### src/rtl/pinball_game_fsm_pkg.sv
// Shared game-flow definitions: default tuning constants, the state encoding
// and a width helper for the frame timers.
package defines;

  localparam int DEF_LIFE_INIT      = 3;
  localparam int DEF_LIFE_MAX       = 9;
  localparam int DEF_SCORE_TARGET   = 10;
  localparam int DEF_LEVEL_MAX      = 5;
  localparam int DEF_DELAY_FRAMES   = 60;
  localparam int DEF_HOLDOFF_FRAMES = 8;

  typedef enum logic [2:0] {
    SERVE    = 3'd0,
    PLAY     = 3'd1,
    PAUSED   = 3'd2,
    LOST     = 3'd3,
    LEVEL_UP = 3'd4,
    OVER     = 3'd5,
    WIN      = 3'd6
  } game_state_t;

  // Bits needed to hold a frame count of 0..frames (at least one bit).
  function automatic int timer_width(input int frames);
    return (frames < 1) ? 1 : $clog2(frames + 1);
  endfunction

endpackage

### src/rtl/pinball_game_fsm_if.sv
// Signal bundle between the collision/key logic and the game-flow controller.
// The controller is the slave; the surrounding pinball logic is the master.
interface pinball_game_fsm_if #(
  parameter int SCORE_W = 8,
  parameter int LEVEL_W = 4,
  parameter int LIFE_W  = 4
);

  logic               startOfFrame;
  logic               keyStart;
  logic               keyPause;
  logic               collisionSmileyBorderBottom;
  logic               collisionSmileyObstacle;
  logic               collisionSmileyObstacleGood;
  logic               collisionSmileyObstacleBad;

  logic               pause;
  logic               reset_level;
  logic [SCORE_W-1:0] score;
  logic [LEVEL_W-1:0] level;
  logic [LIFE_W-1:0]  life;
  logic               game_over;
  logic               game_won;
  logic [2:0]         state_code;

  modport master (
    output startOfFrame, keyStart, keyPause,
    output collisionSmileyBorderBottom, collisionSmileyObstacle,
    output collisionSmileyObstacleGood, collisionSmileyObstacleBad,
    input  pause, reset_level, score, level, life,
    input  game_over, game_won, state_code
  );

  modport slave (
    input  startOfFrame, keyStart, keyPause,
    input  collisionSmileyBorderBottom, collisionSmileyObstacle,
    input  collisionSmileyObstacleGood, collisionSmileyObstacleBad,
    output pause, reset_level, score, level, life,
    output game_over, game_won, state_code
  );

endinterface

### src/rtl/pinball_game_fsm_frame_timer.sv
// Loadable down-counter that steps once per frame tick and rests at zero.
// Clear beats load, and load beats a tick arriving in the same cycle.
module frame_timer #(
  parameter int W = 4
) (
  input  logic         clk,
  input  logic         resetN,
  input  logic         tick_i,
  input  logic         load_i,
  input  logic [W-1:0] load_val_i,
  input  logic         clear_i,
  output logic         done_o
);

  logic [W-1:0] count_q, count_d;

  always_comb begin
    count_d = count_q;
    if (clear_i) begin
      count_d = '0;
    end else if (load_i) begin
      count_d = load_val_i;
    end else if (tick_i && (count_q != '0)) begin
      count_d = count_q - 1'b1;
    end
  end

  always_ff @(posedge clk or negedge resetN) begin
    if (!resetN) begin
      count_q <= '0;
    end else begin
      count_q <= count_d;
    end
  end

  assign done_o = (count_q == '0);

endmodule

### src/rtl/pinball_game_fsm.sv
// Game-flow controller: serve/play/pause, lost-ball and level-up delays,
// score/level/life bookkeeping and the terminal game-over and win states.
module pinball_game_fsm
  import defines::*;
#(
  parameter int SCORE_W        = 8,
  parameter int LEVEL_W        = 4,
  parameter int LIFE_W         = 4,
  parameter int LIFE_INIT      = DEF_LIFE_INIT,
  parameter int LIFE_MAX       = DEF_LIFE_MAX,
  parameter int SCORE_TARGET   = DEF_SCORE_TARGET,
  parameter int LEVEL_MAX      = DEF_LEVEL_MAX,
  parameter int GOOD_POINTS    = 1,
  parameter int BAD_POINTS     = 1,
  parameter int DELAY_FRAMES   = DEF_DELAY_FRAMES,
  parameter int HOLDOFF_FRAMES = DEF_HOLDOFF_FRAMES
) (
  input  logic              clk,
  input  logic              resetN,
  pinball_game_fsm_if.slave bus
);

  localparam int DLY_W = timer_width(DELAY_FRAMES);
  localparam int HLD_W = timer_width(HOLDOFF_FRAMES);

  if (SCORE_TARGET >= (1 << SCORE_W)) begin : g_target_check
    $error("SCORE_TARGET does not fit in SCORE_W bits");
  end

  game_state_t        state_q, state_d;
  logic [SCORE_W-1:0] score_q, score_d;
  logic [LEVEL_W-1:0] level_q, level_d;
  logic [LIFE_W-1:0]  life_q, life_d;
  logic               key_start_q, key_pause_q;

  logic               start_edge, pause_edge;
  logic               hit_good, hit_bad;
  logic               delay_load, delay_done;
  logic               hold_load, hold_clear, hold_done;

  logic [SCORE_W:0]   score_sum;
  logic [SCORE_W-1:0] score_add, score_sub;
  logic [LEVEL_W-1:0] level_inc;
  logic [LIFE_W-1:0]  life_inc, life_dec;

  assign start_edge = bus.keyStart & ~key_start_q;
  assign pause_edge = bus.keyPause & ~key_pause_q;

  // Good takes precedence when a collision reports both qualities.
  assign hit_good = bus.collisionSmileyObstacle & hold_done & bus.collisionSmileyObstacleGood;
  assign hit_bad  = bus.collisionSmileyObstacle & hold_done & ~bus.collisionSmileyObstacleGood
                  & bus.collisionSmileyObstacleBad;

  // Saturating arithmetic so no counter ever wraps.
  assign score_sum = {1'b0, score_q} + (SCORE_W + 1)'(GOOD_POINTS);
  assign score_add = score_sum[SCORE_W] ? {SCORE_W{1'b1}} : score_sum[SCORE_W-1:0];
  assign score_sub = (score_q >= SCORE_W'(BAD_POINTS)) ? (score_q - SCORE_W'(BAD_POINTS)) : '0;
  assign level_inc = (level_q == {LEVEL_W{1'b1}}) ? level_q : (level_q + 1'b1);
  assign life_dec  = (life_q == '0) ? life_q : (life_q - 1'b1);
  assign life_inc  = ((life_q >= LIFE_W'(LIFE_MAX)) || (life_q == {LIFE_W{1'b1}}))
                   ? life_q : (life_q + 1'b1);

  frame_timer #(.W(DLY_W)) u_delay_timer (
    .clk        (clk),
    .resetN     (resetN),
    .tick_i     (bus.startOfFrame),
    .load_i     (delay_load),
    .load_val_i (DLY_W'(DELAY_FRAMES)),
    .clear_i    (1'b0),
    .done_o     (delay_done)
  );

  frame_timer #(.W(HLD_W)) u_holdoff_timer (
    .clk        (clk),
    .resetN     (resetN),
    .tick_i     (bus.startOfFrame),
    .load_i     (hold_load),
    .load_val_i (HLD_W'(HOLDOFF_FRAMES)),
    .clear_i    (hold_clear),
    .done_o     (hold_done)
  );

  always_comb begin
    state_d    = state_q;
    score_d    = score_q;
    level_d    = level_q;
    life_d     = life_q;
    delay_load = 1'b0;
    hold_load  = 1'b0;
    hold_clear = 1'b0;

    case (state_q)
      SERVE: begin
        score_d = '0;
        if (start_edge) begin
          state_d = PLAY;
        end
      end

      PLAY: begin
        if (bus.collisionSmileyBorderBottom) begin
          life_d = life_dec;
          if (life_dec == '0) begin
            state_d = OVER;
          end else begin
            state_d    = LOST;
            delay_load = 1'b1;
          end
        end else if (pause_edge) begin
          state_d = PAUSED;
        end else if (hit_good) begin
          hold_load = 1'b1;
          score_d   = score_add;
          // Level bookkeeping happens on the way into LEVEL_UP.
          if (score_add >= SCORE_W'(SCORE_TARGET)) begin
            state_d    = LEVEL_UP;
            delay_load = 1'b1;
            level_d    = level_inc;
            life_d     = life_inc;
          end
        end else if (hit_bad) begin
          hold_load = 1'b1;
          score_d   = score_sub;
        end
      end

      PAUSED: begin
        if (pause_edge || start_edge) begin
          state_d = PLAY;
        end
      end

      LOST: begin
        if (delay_done) begin
          state_d = SERVE;
        end
      end

      LEVEL_UP: begin
        if (level_q == LEVEL_W'(LEVEL_MAX)) begin
          state_d = WIN;
        end else if (delay_done) begin
          state_d = SERVE;
        end
      end

      OVER, WIN: begin
        if (start_edge) begin
          state_d = SERVE;
          level_d = '0;
          life_d  = LIFE_W'(LIFE_INIT);
        end
      end

      default: begin
        state_d = SERVE;
      end
    endcase

    // Every entry into SERVE starts a fresh ball with no hold-off pending.
    if ((state_d == SERVE) && (state_q != SERVE)) begin
      score_d    = '0;
      hold_clear = 1'b1;
    end
  end

  always_ff @(posedge clk or negedge resetN) begin
    if (!resetN) begin
      state_q     <= SERVE;
      score_q     <= '0;
      level_q     <= '0;
      life_q      <= LIFE_W'(LIFE_INIT);
      key_start_q <= 1'b0;
      key_pause_q <= 1'b0;
    end else begin
      state_q     <= state_d;
      score_q     <= score_d;
      level_q     <= level_d;
      life_q      <= life_d;
      key_start_q <= bus.keyStart;
      key_pause_q <= bus.keyPause;
    end
  end

  assign bus.pause       = (state_q != PLAY);
  assign bus.reset_level = (state_q != PLAY) && (state_q != PAUSED);
  assign bus.game_over   = (state_q == OVER);
  assign bus.game_won    = (state_q == WIN);
  assign bus.state_code  = state_q;
  assign bus.score       = score_q;
  assign bus.level       = level_q;
  assign bus.life        = life_q;

endmodule

### src/flat_wrapper.sv
// flat-port wrapper written by rule: the top's interface ports become plain ports
module pinball_game_fsm_flat import defines::*;
#(
  parameter int SCORE_W        = 8,
  parameter int LEVEL_W        = 4,
  parameter int LIFE_W         = 4,
  parameter int LIFE_INIT      = DEF_LIFE_INIT,
  parameter int LIFE_MAX       = DEF_LIFE_MAX,
  parameter int SCORE_TARGET   = DEF_SCORE_TARGET,
  parameter int LEVEL_MAX      = DEF_LEVEL_MAX,
  parameter int GOOD_POINTS    = 1,
  parameter int BAD_POINTS     = 1,
  parameter int DELAY_FRAMES   = DEF_DELAY_FRAMES,
  parameter int HOLDOFF_FRAMES = DEF_HOLDOFF_FRAMES
)
  (clk, resetN, bus_startOfFrame, bus_keyStart, bus_keyPause, bus_collisionSmileyBorderBottom, bus_collisionSmileyObstacle, bus_collisionSmileyObstacleGood, bus_collisionSmileyObstacleBad, bus_pause, bus_reset_level, bus_score, bus_level, bus_life, bus_game_over, bus_game_won, bus_state_code);
  pinball_game_fsm_if #(.SCORE_W(SCORE_W), .LEVEL_W(LEVEL_W), .LIFE_W(LIFE_W)) bus_i ();
  input  logic clk;
  input  logic resetN;
  input wire logic [$bits(bus_i.startOfFrame)-1:0] bus_startOfFrame;
  input wire logic [$bits(bus_i.keyStart)-1:0] bus_keyStart;
  input wire logic [$bits(bus_i.keyPause)-1:0] bus_keyPause;
  input wire logic [$bits(bus_i.collisionSmileyBorderBottom)-1:0] bus_collisionSmileyBorderBottom;
  input wire logic [$bits(bus_i.collisionSmileyObstacle)-1:0] bus_collisionSmileyObstacle;
  input wire logic [$bits(bus_i.collisionSmileyObstacleGood)-1:0] bus_collisionSmileyObstacleGood;
  input wire logic [$bits(bus_i.collisionSmileyObstacleBad)-1:0] bus_collisionSmileyObstacleBad;
  output wire logic [$bits(bus_i.pause)-1:0] bus_pause;
  output wire logic [$bits(bus_i.reset_level)-1:0] bus_reset_level;
  output wire logic [$bits(bus_i.score)-1:0] bus_score;
  output wire logic [$bits(bus_i.level)-1:0] bus_level;
  output wire logic [$bits(bus_i.life)-1:0] bus_life;
  output wire logic [$bits(bus_i.game_over)-1:0] bus_game_over;
  output wire logic [$bits(bus_i.game_won)-1:0] bus_game_won;
  output wire logic [$bits(bus_i.state_code)-1:0] bus_state_code;
  assign bus_i.startOfFrame = bus_startOfFrame;
  assign bus_i.keyStart = bus_keyStart;
  assign bus_i.keyPause = bus_keyPause;
  assign bus_i.collisionSmileyBorderBottom = bus_collisionSmileyBorderBottom;
  assign bus_i.collisionSmileyObstacle = bus_collisionSmileyObstacle;
  assign bus_i.collisionSmileyObstacleGood = bus_collisionSmileyObstacleGood;
  assign bus_i.collisionSmileyObstacleBad = bus_collisionSmileyObstacleBad;
  assign bus_pause = bus_i.pause;
  assign bus_reset_level = bus_i.reset_level;
  assign bus_score = bus_i.score;
  assign bus_level = bus_i.level;
  assign bus_life = bus_i.life;
  assign bus_game_over = bus_i.game_over;
  assign bus_game_won = bus_i.game_won;
  assign bus_state_code = bus_i.state_code;
  pinball_game_fsm #(.SCORE_W(SCORE_W), .LEVEL_W(LEVEL_W), .LIFE_W(LIFE_W), .LIFE_INIT(LIFE_INIT), .LIFE_MAX(LIFE_MAX), .SCORE_TARGET(SCORE_TARGET), .LEVEL_MAX(LEVEL_MAX), .GOOD_POINTS(GOOD_POINTS), .BAD_POINTS(BAD_POINTS), .DELAY_FRAMES(DELAY_FRAMES), .HOLDOFF_FRAMES(HOLDOFF_FRAMES)) u_core (.clk(clk), .resetN(resetN), .bus(bus_i));
endmodule
### config.mk
export PLATFORM = sky130hd
export DESIGN_NAME = pinball_game_fsm_flat
export DESIGN_NICKNAME = d
export VERILOG_FILES = /design/src/rtl/pinball_game_fsm_pkg.sv /design/src/rtl/pinball_game_fsm_if.sv /design/src/rtl/pinball_game_fsm_frame_timer.sv /design/src/rtl/pinball_game_fsm.sv /design/src/flat_wrapper.sv
export SDC_FILE = /design/constraint.sdc
export NUM_CORES = 1
export LEC_CHECK = 0
export ABC_AREA = 1
export CAP_MARGIN = 25
export CORE_ASPECT_RATIO = 2
export CORE_MARGIN = 1.5
export CORE_UTILIZATION = 55
export DETAILED_ROUTE_END_ITERATION = 8
export PLACE_DENSITY = 0.79
export SLEW_MARGIN = 10
export SYNTH_ARGS = -nofsm -noshare
export SYNTH_HDL_FRONTEND = slang
export SYNTH_SLANG_ARGS = --single-unit
export TNS_END_PERCENT = 20
### constraint.sdc
create_clock -name clk -period 2.9 [get_ports clk]
set_clock_uncertainty 0.2 [all_clocks]
set_input_delay 0.58 -clock clk [delete_from_list [all_inputs] [get_ports clk]]
set_output_delay 0.58 -clock clk [all_outputs]
set_load 0.02 [all_outputs]
==> flow_metrics.py <==
metrics = {
    "outcome": {
        "status": "complete, no violations",
    },
    "final_layout": {
        "postLayoutCoreUtil_pct": 68.64,
        "layout_common_cells": "nand2_1 (62), nor2_1 (54), inv_1 (48), clkdlybuf4s50_1 (31), dfrtp_1 (29)",
        "area_growth_pct": 19.90,
        "fin_area_um2": 2834,
        "final_common_cell": "nand2_1",
        "layout-drive-gt1-share_pct": 9.499,
        "multiInputGateArea_um2": 1360,
        "antenna_cells": 0,
        "fillers": 369,
        "fin_nets": 399,
        "regArea_um2": 778.2,
    },
    "clocking": {
        "h-tree-depth": 2,
        "clockBufferDepth": 2,
        "clk_latency_ns": 0.28,
        "clock-sinks": 31,
        "cts_made_buffers": 5,
        "cts_resized": 0,
        "cts.clk_slew.worst_paths_ns": 0.07,
        "cts_hold_buffers": 0,
        "clk_root_buffer_cell": "clkbuf_8",
        "tritoncts": "yes",
        "cts_setup_buffers": 0,
    },
    "placed_design": {
        "postPlaceCellArea_um2": 2730,
        "place_congestion": 0.9243,
        "dp_slack_ns": 0.2899,
        "port_buffers": 31,
        "dp_hpwl_mm": 4.698,
    },
    "die": {
        "die-area_um2": 4724,
        "io_pins": 32,
        "core-area_um2": 4129,
        "die_h_um": 95.71,
        "chipWidth_um": 49.36,
        "start_util_pct": 57.24,
        "rows": 33,
    },
    "worst_setup_path": {
        "reg2reg_slack_ns": 0.39,
        "cp.arrival_ns": 2.00,
        "path_max_fanout": 7,
        "critPathKind": "flip-flop to output port",
        "worstRegToRegCells": 13,
        "cp-end-kind": "output port",
        "start_kind": "flip-flop",
        "reg2reg_to": "u_core.bus.score[1]",
        "regToRegStartpoint": "u_core.bus.score[0]",
        "crit_end": "bus_reset_level",
        "crit_required_ns": 2.12,
        "cp-startpoint": "u_core.bus.state_code[2]",
    },
    "sta": {
        "max_freq_ghz": 0.3596,
        "final-hold-violation-count": 0,
        "min_period_over_period_pct": 95.91,
        "finalCriticalPeriod_ns": 2.781,
        "setup_tns_ns": 0,
        "tightestPinTransition_ns": 0.4459,
        "relSlewSlack_pct": 69.90,
        "setup_viol": 0,
        "rsz0062_at_grt": "false",
        "layout_setup_ws_ns": 0.1187,
        "slew_violations": 0,
    },
    "synth": {
        "synthSimpleGateAreaFrac_pct": 32.19,
        "synthMuxAreaShare_pct": 0.4764,
        "synthXorXnorAreaFrac_pct": 2.965,
        "ys_seq_area_share_pct": 32.93,
        "synth_top_family_by_area": "simple AND/OR/NAND/NOR gates",
        "synth.distinct_cells": 38,
        "syn_avg_cell_area_um2": 6.891,
        "synth_area_um2": 2364,
        "synth_compound_gate_area_share_pct": 15.56,
        "synth_fa_ha_area_share_pct": 6.353,
        "ys_seq_elements": 31,
        "syn_nets": 364,
        "synth_cells": 343,
        "yosysWarnings": 0,
    },
    "grt": {
        "grt-ovfl-total": 0,
        "grt_pass1_vias": 2315,
        "grt_usage_pct": 27.42,
        "antenna_found_initial": 0,
        "grt_max_degree": 32,
        "grt_pass1_wl_mm": 9.873,
    },
    "detailed_routing": {
        "vias_per_cell": 5.594,
        "drcViolationCount": 0,
        "dr.pass1.iters": 4,
        "drtAntennaViolNets": 0,
        "num_vias": 2411,
        "wl_per_cell_um": 14.14,
        "initialDrtViolationCount": 57,
        "drt-total-wl_mm": 6.094,
    },
    "power_and_ir_drop": {
        "clkPwrFrac_pct": 11.7,
        "finalPower_mw": 3.274,
        "p_sw_share_pct": 50.37,
        "power_per_cell_area_nw_per_um2": 1155,
        "power_leakage_nw": 1.382,
        "sequentialPowerShare_pct": 27.7,
        "p_switching_mw": 1.649,
        "combPwrFrac_pct": 60.6,
        "internal_power_mw": 1.625,
        "vdd_drop_max_mv": 0.8699,
    },
    "min_path": {
        "min_path_type": "flip-flop to flip-flop",
    },
    "job": {
        "cap_violations": 0,
    },
}
## final cells by class
class	count	share of cell area [%]
clock buffers	7	3.400
flip-flops and latches	31	27.46
clock inverters	1	0.2649
inverters	53	7.108
repair buffers	33	11.48
well taps	52	2.296
multi-input cells	254	47.99
## logic make-up (layout without fill, tap and decap cells)
logic type	after synthesis	after routing
compound gates	61	61
xor+xnor	8	8
fa+ha+maj	12	12
buf+inv	58	94
flops	31	31
mux	1	1
simple gates	172	172
## how the worst min path moves through the flow
stage	startpoint	to	depth (start not counted)
floorplan	resetN	u_core.bus.level[0]	0
global placement	u_core.u_delay_timer.count_q[0]	u_core.u_delay_timer.count_q[0]	2
detailed placement	u_core.u_delay_timer.count_q[0]	u_core.u_delay_timer.count_q[0]	2
CTS	u_core.u_delay_timer.count_q[0]	u_core.u_delay_timer.count_q[0]	2
global route	u_core.u_delay_timer.count_q[0]	u_core.u_delay_timer.count_q[0]	2
finish	u_core.u_delay_timer.count_q[0]	u_core.u_delay_timer.count_q[0]	2
## routing by layer
metal	global-route usage, %	share of wire, %	vias up
met5	0	0	-
met4	17.62	4.9	0
met3	4.037	3.9	30
met2	53.49	55	91
met1	25.73	36	1102
li1	-	-	1188
## cell usage after synthesis (all sizes together)
master | number | share of area [%]
a211oi | 1 | 0.32
a21oi | 13 | 2.9
a22oi | 4 | 1.3
a31oi | 1 | 0.26
a32oi | 3 | 1.1
buf | 4 | 0.85
clkbuf | 1 | 0.16
dfrtp | 29 | 31
dfstp | 2 | 2.2
ha | 12 | 6.4
inv | 53 | 8.5
mux2 | 1 | 0.48
nand2 | 66 | 11
nand2b | 1 | 0.26
nand3 | 26 | 5.7
nand3b | 1 | 0.32
nand4 | 8 | 2.4
nor2 | 59 | 10
nor3 | 8 | 1.7
o211ai | 5 | 1.8
o21a | 1 | 0.32
o21ai | 31 | 6.7
o21bai | 1 | 0.48
o311ai | 1 | 0.37
or2 | 3 | 0.79
xnor2 | 1 | 0.37
xor2 | 7 | 2.6
## sequential cells by signal, indices dropped and copies added, names as in the netlist
signal / flops
u_core.bus.level: 4
u_core.bus.life: 4
u_core.bus.score: 8
u_core.bus.state_code: 3
u_core.key_pause_q: 1
u_core.key_start_q: 1
u_core.u_delay_timer.count_q: 6
u_core.u_holdoff_timer.count_q: 4
## power groups by stage
stage	clock (mW)	combinational, mW	sequential [mW]
6_report	0.384	1.98	0.906
2_1_floorplan	0	1.32	0.926
3_3_place_gp	0	1.93	0.895
5_1_grt	0.404	2.25	0.927
3_5_place_dp	0	1.96	0.900
4_1_cts	0.386	1.98	0.896
## per-stage QoR
step	instances	hold WS [ns]
global placement	423	0.2806
CTS	431	0.3152
global route	431	0.3515
finish	431	0.3063
detailed placement	423	0.2999
floorplan	343	0.08441
## critical path: stages (launching register included)
cell and delay (ns):
dfrtp_1 0.47, inv_2 0.13, nand2_1 0.10, nor2_2 0.20
inv_1 0.16, nand2_1 0.09, inv_1 0.04, clkdlybuf4s50_1 0.52
No activity file was read; power rests on OpenSTA's default activity.
